[src/rtl/mdu_if.sv]
`default_nettype none
// ============================================================================
// Module  : mdu_if
// Brief   : Request/result bundle between the pipeline and the iterative MDU.
// Revision: 1.0
// ============================================================================
interface mdu_if;
  logic        start;
  logic [1:0]  op;
  logic [31:0] a;
  logic [31:0] b;
  logic        cancel;
  logic        hi_wr;
  logic        lo_wr;
  logic [31:0] wdata;
  logic        busy;
  logic        done;
  logic [31:0] hi;
  logic [31:0] lo;

  modport master (
    output start, op, a, b, cancel, hi_wr, lo_wr, wdata,
    input  busy, done, hi, lo
  );

  modport slave (
    input  start, op, a, b, cancel, hi_wr, lo_wr, wdata,
    output busy, done, hi, lo
  );
endinterface
`default_nettype wire

[src/rtl/mdu_iter.sv]
`default_nettype none
// ============================================================================
// Module  : mdu_iter
// Brief   : Iterative radix-2 multiply/divide unit owning the HI/LO registers.
// Revision: 1.0
// ============================================================================
module mdu_iter (
  input  wire logic clk,
  input  wire logic rstn,
  mdu_if.slave      bus
);

  typedef enum logic [1:0] {
    S_IDLE = 2'd0,
    S_RUN  = 2'd1,
    S_FIX  = 2'd2,
    S_DONE = 2'd3
  } state_t;

  state_t      r_state;
  state_t      w_next;
  logic [4:0]  r_cnt;
  logic [63:0] r_acc;
  logic [31:0] r_opnd;
  logic        r_div;
  logic        r_neg_q;
  logic        r_neg_r;
  logic [31:0] r_hi;
  logic [31:0] r_lo;

  logic        w_accept;
  logic        w_signed;
  logic        w_bzero;
  logic [31:0] w_mag_a;
  logic [31:0] w_mag_b;
  logic [32:0] w_sum;
  logic [32:0] w_rem_s;
  logic [32:0] w_diff;
  logic        w_ge;
  logic [63:0] w_step;
  logic [63:0] w_prod;
  logic [31:0] w_quot;
  logic [31:0] w_rem;
  logic [63:0] w_fix;

  assign w_accept = (r_state == S_IDLE) && bus.start && !bus.cancel;
  assign w_signed = !bus.op[0];
  // Divide by zero bypasses sign handling so hi ends up holding the raw dividend.
  assign w_bzero  = bus.op[1] && (bus.b == 32'd0);
  assign w_mag_a  = (w_signed && !w_bzero && bus.a[31]) ? (~bus.a + 32'd1) : bus.a;
  assign w_mag_b  = (w_signed && !w_bzero && bus.b[31]) ? (~bus.b + 32'd1) : bus.b;

  assign w_sum    = {1'b0, r_acc[63:32]} + (r_acc[0] ? {1'b0, r_opnd} : 33'd0);
  assign w_rem_s  = {r_acc[63:32], r_acc[31]};
  assign w_diff   = w_rem_s - {1'b0, r_opnd};
  assign w_ge     = !w_diff[32];
  assign w_step   = r_div ? {(w_ge ? w_diff[31:0] : w_rem_s[31:0]), r_acc[30:0], w_ge}
                          : {w_sum, r_acc[31:1]};

  assign w_prod   = r_neg_q ? (~r_acc + 64'd1) : r_acc;
  assign w_quot   = r_neg_q ? (~r_acc[31:0] + 32'd1) : r_acc[31:0];
  assign w_rem    = r_neg_r ? (~r_acc[63:32] + 32'd1) : r_acc[63:32];
  assign w_fix    = r_div ? {w_rem, w_quot} : w_prod;

  always_ff @(posedge clk) begin
    if (!rstn) begin
      r_state <= S_IDLE;
    end else begin
      r_state <= w_next;
    end
  end

  always_comb begin
    w_next = r_state;
    case (r_state)
      S_IDLE: if (w_accept) w_next = S_RUN;
      S_RUN: begin
        if (bus.cancel)           w_next = S_IDLE;
        else if (r_cnt == 5'd31)  w_next = S_FIX;
      end
      S_FIX:  w_next = bus.cancel ? S_IDLE : S_DONE;
      S_DONE: w_next = S_IDLE;
      default: w_next = S_IDLE;
    endcase
  end

  always_ff @(posedge clk) begin
    if (!rstn) begin
      r_cnt   <= 5'd0;
      r_acc   <= 64'd0;
      r_opnd  <= 32'd0;
      r_div   <= 1'b0;
      r_neg_q <= 1'b0;
      r_neg_r <= 1'b0;
      r_hi    <= 32'd0;
      r_lo    <= 32'd0;
    end else begin
      case (r_state)
        S_IDLE: begin
          if (w_accept) begin
            r_cnt   <= 5'd0;
            r_div   <= bus.op[1];
            r_neg_q <= w_signed && !w_bzero && (bus.a[31] ^ bus.b[31]);
            r_neg_r <= w_signed && !w_bzero && bus.a[31];
            // Multiply keeps the multiplier in the low half; divide shifts the dividend out of it.
            r_acc   <= bus.op[1] ? {32'd0, w_mag_a} : {32'd0, w_mag_b};
            r_opnd  <= bus.op[1] ? w_mag_b : w_mag_a;
          end else begin
            if (bus.hi_wr) r_hi <= bus.wdata;
            if (bus.lo_wr) r_lo <= bus.wdata;
          end
        end
        S_RUN: begin
          if (!bus.cancel) begin
            r_acc <= w_step;
            r_cnt <= r_cnt + 5'd1;
          end
        end
        S_FIX: begin
          if (!bus.cancel) begin
            r_hi <= w_fix[63:32];
            r_lo <= w_fix[31:0];
          end
        end
        default: ;
      endcase
    end
  end

  assign bus.busy = (r_state != S_IDLE);
  assign bus.done = (r_state == S_DONE) && !bus.cancel;
  assign bus.hi   = r_hi;
  assign bus.lo   = r_lo;

endmodule
`default_nettype wire

[src/flat_wrapper.sv]
// flat-port wrapper written by rule: the top's interface ports become plain ports
module mdu_iter_flat 
  (clk, rstn, bus_start, bus_op, bus_a, bus_b, bus_cancel, bus_hi_wr, bus_lo_wr, bus_wdata, bus_busy, bus_done, bus_hi, bus_lo);
  mdu_if bus_i ();
  input  wire logic clk;
  input  wire logic rstn;
  input wire logic [$bits(bus_i.start)-1:0] bus_start;
  input wire logic [$bits(bus_i.op)-1:0] bus_op;
  input wire logic [$bits(bus_i.a)-1:0] bus_a;
  input wire logic [$bits(bus_i.b)-1:0] bus_b;
  input wire logic [$bits(bus_i.cancel)-1:0] bus_cancel;
  input wire logic [$bits(bus_i.hi_wr)-1:0] bus_hi_wr;
  input wire logic [$bits(bus_i.lo_wr)-1:0] bus_lo_wr;
  input wire logic [$bits(bus_i.wdata)-1:0] bus_wdata;
  output wire logic [$bits(bus_i.busy)-1:0] bus_busy;
  output wire logic [$bits(bus_i.done)-1:0] bus_done;
  output wire logic [$bits(bus_i.hi)-1:0] bus_hi;
  output wire logic [$bits(bus_i.lo)-1:0] bus_lo;
  assign bus_i.start = bus_start;
  assign bus_i.op = bus_op;
  assign bus_i.a = bus_a;
  assign bus_i.b = bus_b;
  assign bus_i.cancel = bus_cancel;
  assign bus_i.hi_wr = bus_hi_wr;
  assign bus_i.lo_wr = bus_lo_wr;
  assign bus_i.wdata = bus_wdata;
  assign bus_busy = bus_i.busy;
  assign bus_done = bus_i.done;
  assign bus_hi = bus_i.hi;
  assign bus_lo = bus_i.lo;
  mdu_iter u_core (.clk(clk), .rstn(rstn), .bus(bus_i));
endmodule
[config.mk]
export PLATFORM = sky130hd
export DESIGN_NAME = mdu_iter_flat
export DESIGN_NICKNAME = d
export VERILOG_FILES = /design/src/rtl/mdu_if.sv /design/src/rtl/mdu_iter.sv /design/src/flat_wrapper.sv
export SDC_FILE = /design/constraint.sdc
export NUM_CORES = 1
export LEC_CHECK = 0
export CORE_MARGIN = 8
export CORE_UTILIZATION = 25
export CTS_BUF_LIST = sky130_fd_sc_hd__clkbuf_2
export DETAILED_ROUTE_END_ITERATION = 16
export SYNTH_ARGS = -nofsm -noshare
export SYNTH_HDL_FRONTEND = slang
export SYNTH_SLANG_ARGS = --single-unit
[constraint.sdc]
create_clock -name clk -period 4.4 [get_ports clk]
set_clock_uncertainty 0.1 [all_clocks]
set_input_delay 1.32 -clock clk [delete_from_list [all_inputs] [get_ports clk]]
set_output_delay 1.32 -clock clk [all_outputs]
set_load 0.1 [all_outputs]
After elaboration in Yosys (flattened, before gate mapping):

Cells that the tools add are included.

* input bits: 104
* output and inout bits: 66
* bits in registers: 170
* word-level logic and storage cells: 86

* multiplexer cells: 30
* equal/unequal tests: 11
* add/sub/neg operators: 8
* reduce and logical (&&, ||, !) cells: 22
* bitwise operators: 6

Operators by type and width (count)
* 32-bit two-way mux: 14
* 64-bit two-way mux: 5
* 32-bit by 1-bit adder with 32-bit output (second input constant): 4
* 32-bit NOT: 4
* 32-bit one-hot mux with 2 select lines: 2
* 64-bit one-hot mux with 2 select lines: 1
* 64-bit by 1-bit adder with 64-bit output (second input constant): 1
* 64-bit NOT: 1
* 32-bit by 33-bit adder with 33-bit output: 1
* 33-bit by 32-bit subtractor with 33-bit output: 1
* 32-bit zero test: 1
* 5-bit two-way mux: 2
* 2-bit != test (second input constant): 5
* 5-bit one-hot mux with 2 select lines: 1
* 1-bit logical AND: 8
* 2-bit two-way mux: 4
* 2-bit one-hot mux with 4 select lines: 1
* 4-bit AND reduction: 2
* 2-bit nonzero test: 3
* 5-bit by 1-bit adder with 5-bit output (second input constant): 1
* 5-bit equality test (second input constant): 1
* 2-bit equality test (second input constant): 2
* 1-bit zero test: 4
* 2-bit AND reduction: 2
* other kinds (6): 6

Longest topological paths before layout:

Gate-level depths: netlist of run 1.

* depth after elaboration: 9
* gate-level depth with buffers: 15
* mapped depth without buffers: 13

Worst setup path before layout of run 1:

No wires, ideal clock.

* path kind: input port to output port
* from: input port bus_cancel
* to: output port bus_done
* stages: 2
* arrival: 2782 ps
* data required time: 2980 ps
* path slack: 198 ps
* path buffers: 1
* cell sequence: clkbuf_1 > nor2_1

* longest elaborated chain between the ends: 2

RTL lines
* start, declared: line flat_wrapper.sv:11 `input wire logic [$bits(bus_i.cancel)-1:0] bus_cancel;`
* 1-bit zero test: line mdu_iter.sv:131 `assign bus.done = (r_state == S_DONE) && !bus.cancel;`
* 1-bit logical AND: line mdu_iter.sv:131
* end, declared: line flat_wrapper.sv:16 `output wire logic [$bits(bus_i.done)-1:0] bus_done;`

Every way passes these cells.

Worst setup path after layout of run 1:

Ends and elaborated chain as after synthesis.

==> results.py, run 1 <==
metrics = {
    "synthesis": {
        "synth_top_family_by_area": "compound AO/OA/AOI/OAI gates",
        "synth-compound-area-share": 0.2993,
        "synth_warnings": 0,
        "synth_flop_cell": "dfxtp_1",
        "syn_area_per_cell_um2": 7.350,
        "post_synth_inst_count": 2021,
        "ys_types": 87,
        "synth_xor_area_frac": 0.1020,
        "synth_adder_area_share": 0.06166,
        "yosysSeqAreaShare": 0.2291,
        "synth_nets": 2197,
        "synth_edf_count": 0,
        "synth_simple_gate_area_frac": 0.2155,
        "async_reset_ff_frac": 0,
        "synthMuxAreaShare": 0.03993,
        "synth_area_mm2": 0.01485,
        "synth.ff_latch_count": 170,
    },
    "final_layout": {
        "layout_common_cells": "a21oi_1, nor2_1, nand2_1",
        "num-fill-cells": 6282,
        "drive_above_1_share": 0.07965,
        "final_nets": 2335,
        "area_growth_pct": 20.92,
        "multi_input_area_mm2": 0.01070,
        "final_common_cell": "a21oi_1",
        "register_area_mm2": 0.003405,
    },
    "grt": {
        "track_usage": 0.1756,
        "grt_overflow": 0,
        "grt_pass1_vias": 15370,
        "antenna_found_initial": 5,
        "grt_max_degree": 111,
        "grt_pass1_wl_um": 93600,
    },
    "sta": {
        "final-setup-viol-count": 0,
        "relSlewSlack": 0.1660,
        "timing.final.crit_share": 0.9044,
        "finalHoldViolations": 0,
        "slew_viol_final": 0,
        "timing.fmax_ghz": 0.2513,
        "worst_pin_slew_ns": 1.251,
        "rsz0062_at_grt": "false",
        "finalWorstSetupSlack_ns": 0.4206,
        "min_period_ns": 3.979,
    },
    "floorplanning": {
        "start_util": 0.2522,
        "die-area_mm2": 0.06747,
        "core-area_mm2": 0.05891,
        "num_rows": 89,
        "die_y_um": 259.8,
        "die_x_um": 259.8,
        "num_io_pins": 170,
    },
    "detailed_routing": {
        "wl_per_cell_um": 21.02,
        "drt_iter0_drc": 1678,
        "wirelength_um": 62010,
        "drc_errors": 0,
        "num_vias": 16060,
        "ant_nets": 0,
        "viasPerCell": 5.445,
        "drt_pre_antenna_iters": 6,
    },
    "setup_path": {
        "crit_path_end_kind": "primary output",
        "critPathArrivalTime_ns": 2.56,
        "cp_slowest_stage_delay_ns": 0.63,
        "critPathMaxFanout": 8,
        "crit_type": "in2out",
        "reg2reg_depth": 13,
        "cp-start-kind": "primary input",
        "cpMaxStageDelayCell": "clkdlybuf4s50_1",
        "required_ns": 2.98,
        "critical_path.cell_chain": "clkdlybuf4s50_1 > nor2_1 > buf_12",
    },
    "clocking": {
        "clock-sinks": 170,
        "ctsHoldBuffers": 0,
        "htreeDepth": 4,
        "post_cts_resized": 0,
        "tritoncts": "yes",
        "clk_pin_slew_ns": 0.27,
        "cts_setup_buffers": 0,
        "clk_path_buf_depth": 2,
        "root_buffer": "clkbuf_2",
        "numCtsBuffers": 17,
        "clk_latency_ns": 0.88,
    },
    "pwr": {
        "power.leakage_uw": 0.006926,
        "p_total_uw": 4398,
        "p_per_area_mw_per_mm2": 244.8,
        "ir_drop_v": 0.0002053,
    },
    "place": {
        "hpwlAfterDp_um": 49190,
        "dp_slack_ns": -0.1107,
        "routabilityCongestion": 0.9537,
        "numPortBuffers": 169,
    },
    "job": {
        "max_cap_violations": 0,
    },
    "worst_hold_path": {
        "whs_path_depth": 2,
        "hold_class": "reg2reg",
    },
    "status": {
        "status": "completed",
    },
}
==> per-layer routing <==
| metal | share of wire | vias up | wire [um] | track usage |
|---|---|---|---|---|
| li1 | - | 7619 | - | - |
| met1 | 0.45 | 7672 | 28070 | 0.2350 |
| met2 | 0.44 | 659 | 27210 | 0.2780 |
| met3 | 0.071 | 110 | 4384 | 0.03004 |
| met4 | 0.038 | 2 | 2343 | 0.06960 |
| met5 | 0.00013 | - | 8 | 0 |
==> worst paths after layout <==
check	start	endpoint	slack [ns]
hold reg to reg	u_core.bus.hi[26]	u_core.bus.hi[26]	0.37
setup / recovery	bus_cancel	bus_done	0.42
hold / removal	u_core.bus.hi[26]	u_core.bus.hi[26]	0.37
setup reg to reg	u_core.r_acc[0]	u_core.r_acc[59]	0.42
==> registers in the layout, indices dropped and copies added (netlist names) <==
signal          flops
u_core.bus.lo      32
u_core.r_opnd      32
u_core.r_div        1
u_core.r_state      2
u_core.r_neg_q      1
u_core.bus.hi      32
u_core.r_cnt        5
u_core.r_acc       64
u_core.r_neg_r      1
==> synth_stat cells, types with 27 or more instances <==
library cell	instances	area [um^2]
a21oi_1	211	1056
xnor2_1	98	858.3
nor3_1	33	165.2
dfxtp_1	170	3403
nand3_1	43	215.2
nand2_1	186	698.2
mux2i_1	48	480.5
a21o_1	35	262.8
o21ai_0	167	835.8
clkbuf_1	113	424.2
o211ai_1	27	202.7
nor2_1	187	701.9
xor2_1	75	656.9
nor2b_1	41	256.5
ha_1	70	875.8
inv_1	62	232.7
==> critical path, delay by kind of cell <==
| kind | cells | cell delay (ns) |
|---|---|---|
| buffers and inverters | 2 | 0.85 |
| AND/OR/NAND/NOR | 1 | 0.38 |
==> power by group <==
part / internal (uW) / leakage, uW / switching [uW] / total [uW]
Sequential: 1630 / 0.00139 / 115 / 1750
Clock: 330 / 0.000163 / 655 / 985
Combinational: 597 / 0.00537 / 1070 / 1670
==> final cells by class <==
cell class	instances	area share
multi-input cells	1654	0.5957
flip-flops and latches	170	0.1895
repair buffers	253	0.1326
well taps	773	0.05385
inverters	63	0.01317
clock inverters	13	0.009125
clock buffers	19	0.005294
diodes	5	0.0006966
==> stage by stage <==
stage,setup TNS (ns),instance area [um^2],std cells,hold WS (ns),utilization
after global placement,-0.3230,17690,2913,0.3427,0.3003
after floorplan,0,14850,2021,0.3338,-
after CTS,0,17950,2945,0.3709,0.3047
after global routing,0,17960,2949,0.3823,0.3049
final,0,17960,2950,0.3655,0.3049
after detailed placement,-0.7879,17690,2913,0.3431,0.3003
==> logic make-up (layout without fill, tap and decap cells) <==
| logic type | after synthesis | in the layout |
|---|---|---|
| buffers and inverters | 197 | 348 |
| and+or+nand+nor | 653 | 653 |
| DFF | 170 | 170 |
| adders and majority gates | 72 | 72 |
| muxes | 58 | 58 |
| other | 0 | 5 |
| xor gates and xnor gates | 173 | 173 |
| AOI/OAI and AO/OA | 698 | 698 |
Note: power is estimated with default switching activity, not from simulation.
==> run 2, diff against run 1 <==
CTS_CLUSTER_SIZE = 24   (was unset)
clock period = 3.55 ns   (was 4.4 ns; I/O delays follow)
==> results.py, run 2 (same netlist as run 1, synthesis figures left out) <==
metrics = {
    "status": {
        "status": "completed",
    },
    "detailed_routing": {
        "wirelength_um": 64500,
        "met1_length_um": 28810,
        "drt_iter0_drc": 1579,
        "wl_met3_um": 4804,
        "dr_wl_met2_um": 28770,
        "drc_errors": 0,
        "wl_per_cell_um": 20.40,
        "num_vias": 16830,
        "drt_pre_antenna_iters": 5,
        "ant_nets": 0,
        "top_layer": "met5",
        "viasPerCell": 5.323,
    },
    "place": {
        "dp_slack_ns": -0.5107,
        "hpwlAfterDp_um": 51500,
        "routabilityCongestion": 0.9697,
        "numPortBuffers": 169,
    },
    "final_layout": {
        "layout_common_cells": "buf_4, a21oi_1, nand2_1, nor2_1",
        "top_register": "u_core.r_acc",
        "area_growth_pct": 31.81,
        "num-fill-cells": 6186,
        "largest_reg_flops": 64,
        "final_nets": 2550,
        "drive_above_1_share": 0.1990,
        "final_common_cell": "buf_4",
    },
    "pwr": {
        "p_per_area_mw_per_mm2": 289.5,
        "p_int_uw": 3244,
        "p_total_uw": 5669,
        "ir_drop_v": 0.0002461,
        "swShare": 0.4277,
        "power.leakage_uw": 0.008121,
        "comb_power_share": 0.411,
        "clock_power_share": 0.213,
        "seqPwrFrac": 0.376,
        "p_sw_uw": 2424,
    },
    "clocking": {
        "clk_path_buf_depth": 2,
        "htreeDepth": 4,
        "clock-sinks": 170,
        "numCtsBuffers": 17,
        "tritoncts": "yes",
        "clk_pin_slew_ns": 0.34,
        "ctsHoldBuffers": 0,
        "clk_latency_ns": 0.91,
        "root_buffer": "clkbuf_2",
    },
    "floorplanning": {
        "die_y_um": 259.8,
        "die_x_um": 259.8,
        "core-area_mm2": 0.05891,
        "num_io_pins": 170,
        "die-area_mm2": 0.06747,
        "start_util": 0.2522,
        "num_rows": 89,
    },
    "sta": {
        "finalWorstSetupSlack_ns": 0.1413,
        "rsz0062_at_grt": "true",
        "slew_viol_final": 0,
        "final-setup-viol-count": 0,
        "worst_pin_slew_ns": 0.9188,
        "timing.final.crit_share": 0.9602,
        "timing.fmax_ghz": 0.2934,
        "finalHoldViolations": 0,
        "min_period_ns": 3.409,
        "relSlewSlack": 0.3868,
    },
    "setup_path": {
        "cp-start-kind": "register",
        "crit_type": "reg2reg",
        "crit_path_end_kind": "register",
        "critPathMaxFanout": 9,
        "required_ns": 4.28,
        "critPathArrivalTime_ns": 4.14,
    },
    "grt": {
        "antenna_found_initial": 5,
        "grt_overflow": 0,
        "grt_pass1_wl_um": 97100,
        "grt_max_degree": 110,
        "grt_pass1_vias": 16340,
        "track_usage": 0.1826,
    },
    "job": {
        "max_cap_violations": 0,
    },
    "worst_hold_path": {
        "hold_class": "reg2reg",
    },
}
## run 2: worst paths after layout
check	start	endpoint	slack, ns	depth (start not counted)
max	u_core.r_opnd[11]	u_core.r_acc[63]	0.14	12
max reg2reg	u_core.r_opnd[11]	u_core.r_acc[63]	0.14	12
min reg2reg	u_core.r_opnd[13]	u_core.r_opnd[13]	0.37	2
min	u_core.r_opnd[13]	u_core.r_opnd[13]	0.37	2
## run 2: area by class of cell
| cell class | instances | area, um^2 | area share |
|---|---|---|---|
| repair buffers | 466 | 3861 | 0.1972 |
| inverters | 63 | 236.5 | 0.01208 |
| flip-flops and latches | 170 | 3410 | 0.1741 |
| diodes | 2 | 5.005 | 0.0002556 |
| multi-input cells | 1656 | 10820 | 0.5525 |
| clock inverters | 15 | 197.7 | 0.01010 |
| clock buffers | 17 | 85.08 | 0.004346 |
| well taps | 773 | 967.2 | 0.04940 |
## run 2: power groups by stage
stage / Combinational (uW) / Sequential, uW / Clock (uW)
3_3_place_gp: 2240 / 2160 / 0
2_1_floorplan: 1050 / 2450 / 0
3_5_place_dp: 2260 / 2160 / 0
6_report: 2330 / 2130 / 1210
4_1_cts: 2300 / 2130 / 1230
5_1_grt: 2480 / 2140 / 1320
## run 2: timing repair
item	CTS	global route
gates cloned	2	0
setup endpoints to repair	27	25
gates resized for setup	12	16
setup buffers	3	1
pin swaps	5	8
## run 2: worst max-delay path, cell delays in order, from the launching register on
cell and delay (ns):
dfxtp_2 0.45, inv_1 0.09, ha_2 0.39, nand2_1 0.13
o21ai_2 0.20, a31oi_1 0.20, a2111oi_4 0.48, nor3_2 0.09
or3_4 0.41, and2_4 0.22, buf_4 0.15, o41ai_2 0.29
a221o_1 0.14
## run 2: per-stage QoR
step,TNS [ns],area (um^2),utilization,std cells,hold WS (ns)
3_5_place_dp,-22.40,19150,0.3251,3123,0.3484
4_1_cts,0,19520,0.3314,3160,0.3753
3_3_place_gp,-17.48,19150,0.3251,3123,0.3478
2_1_floorplan,0,14860,-,2021,0.3338
5_1_grt,-0.0008007,19580,0.3324,3162,0.3812
6_report,0,19580,0.3324,3162,0.3696
## run 2: per-layer routing
metal	up-vias	global-route usage
met2	637	0.2952
met4	6	0.05966
met5	-	0
met3	95	0.03450
li1	8046	-
met1	8048	0.2424
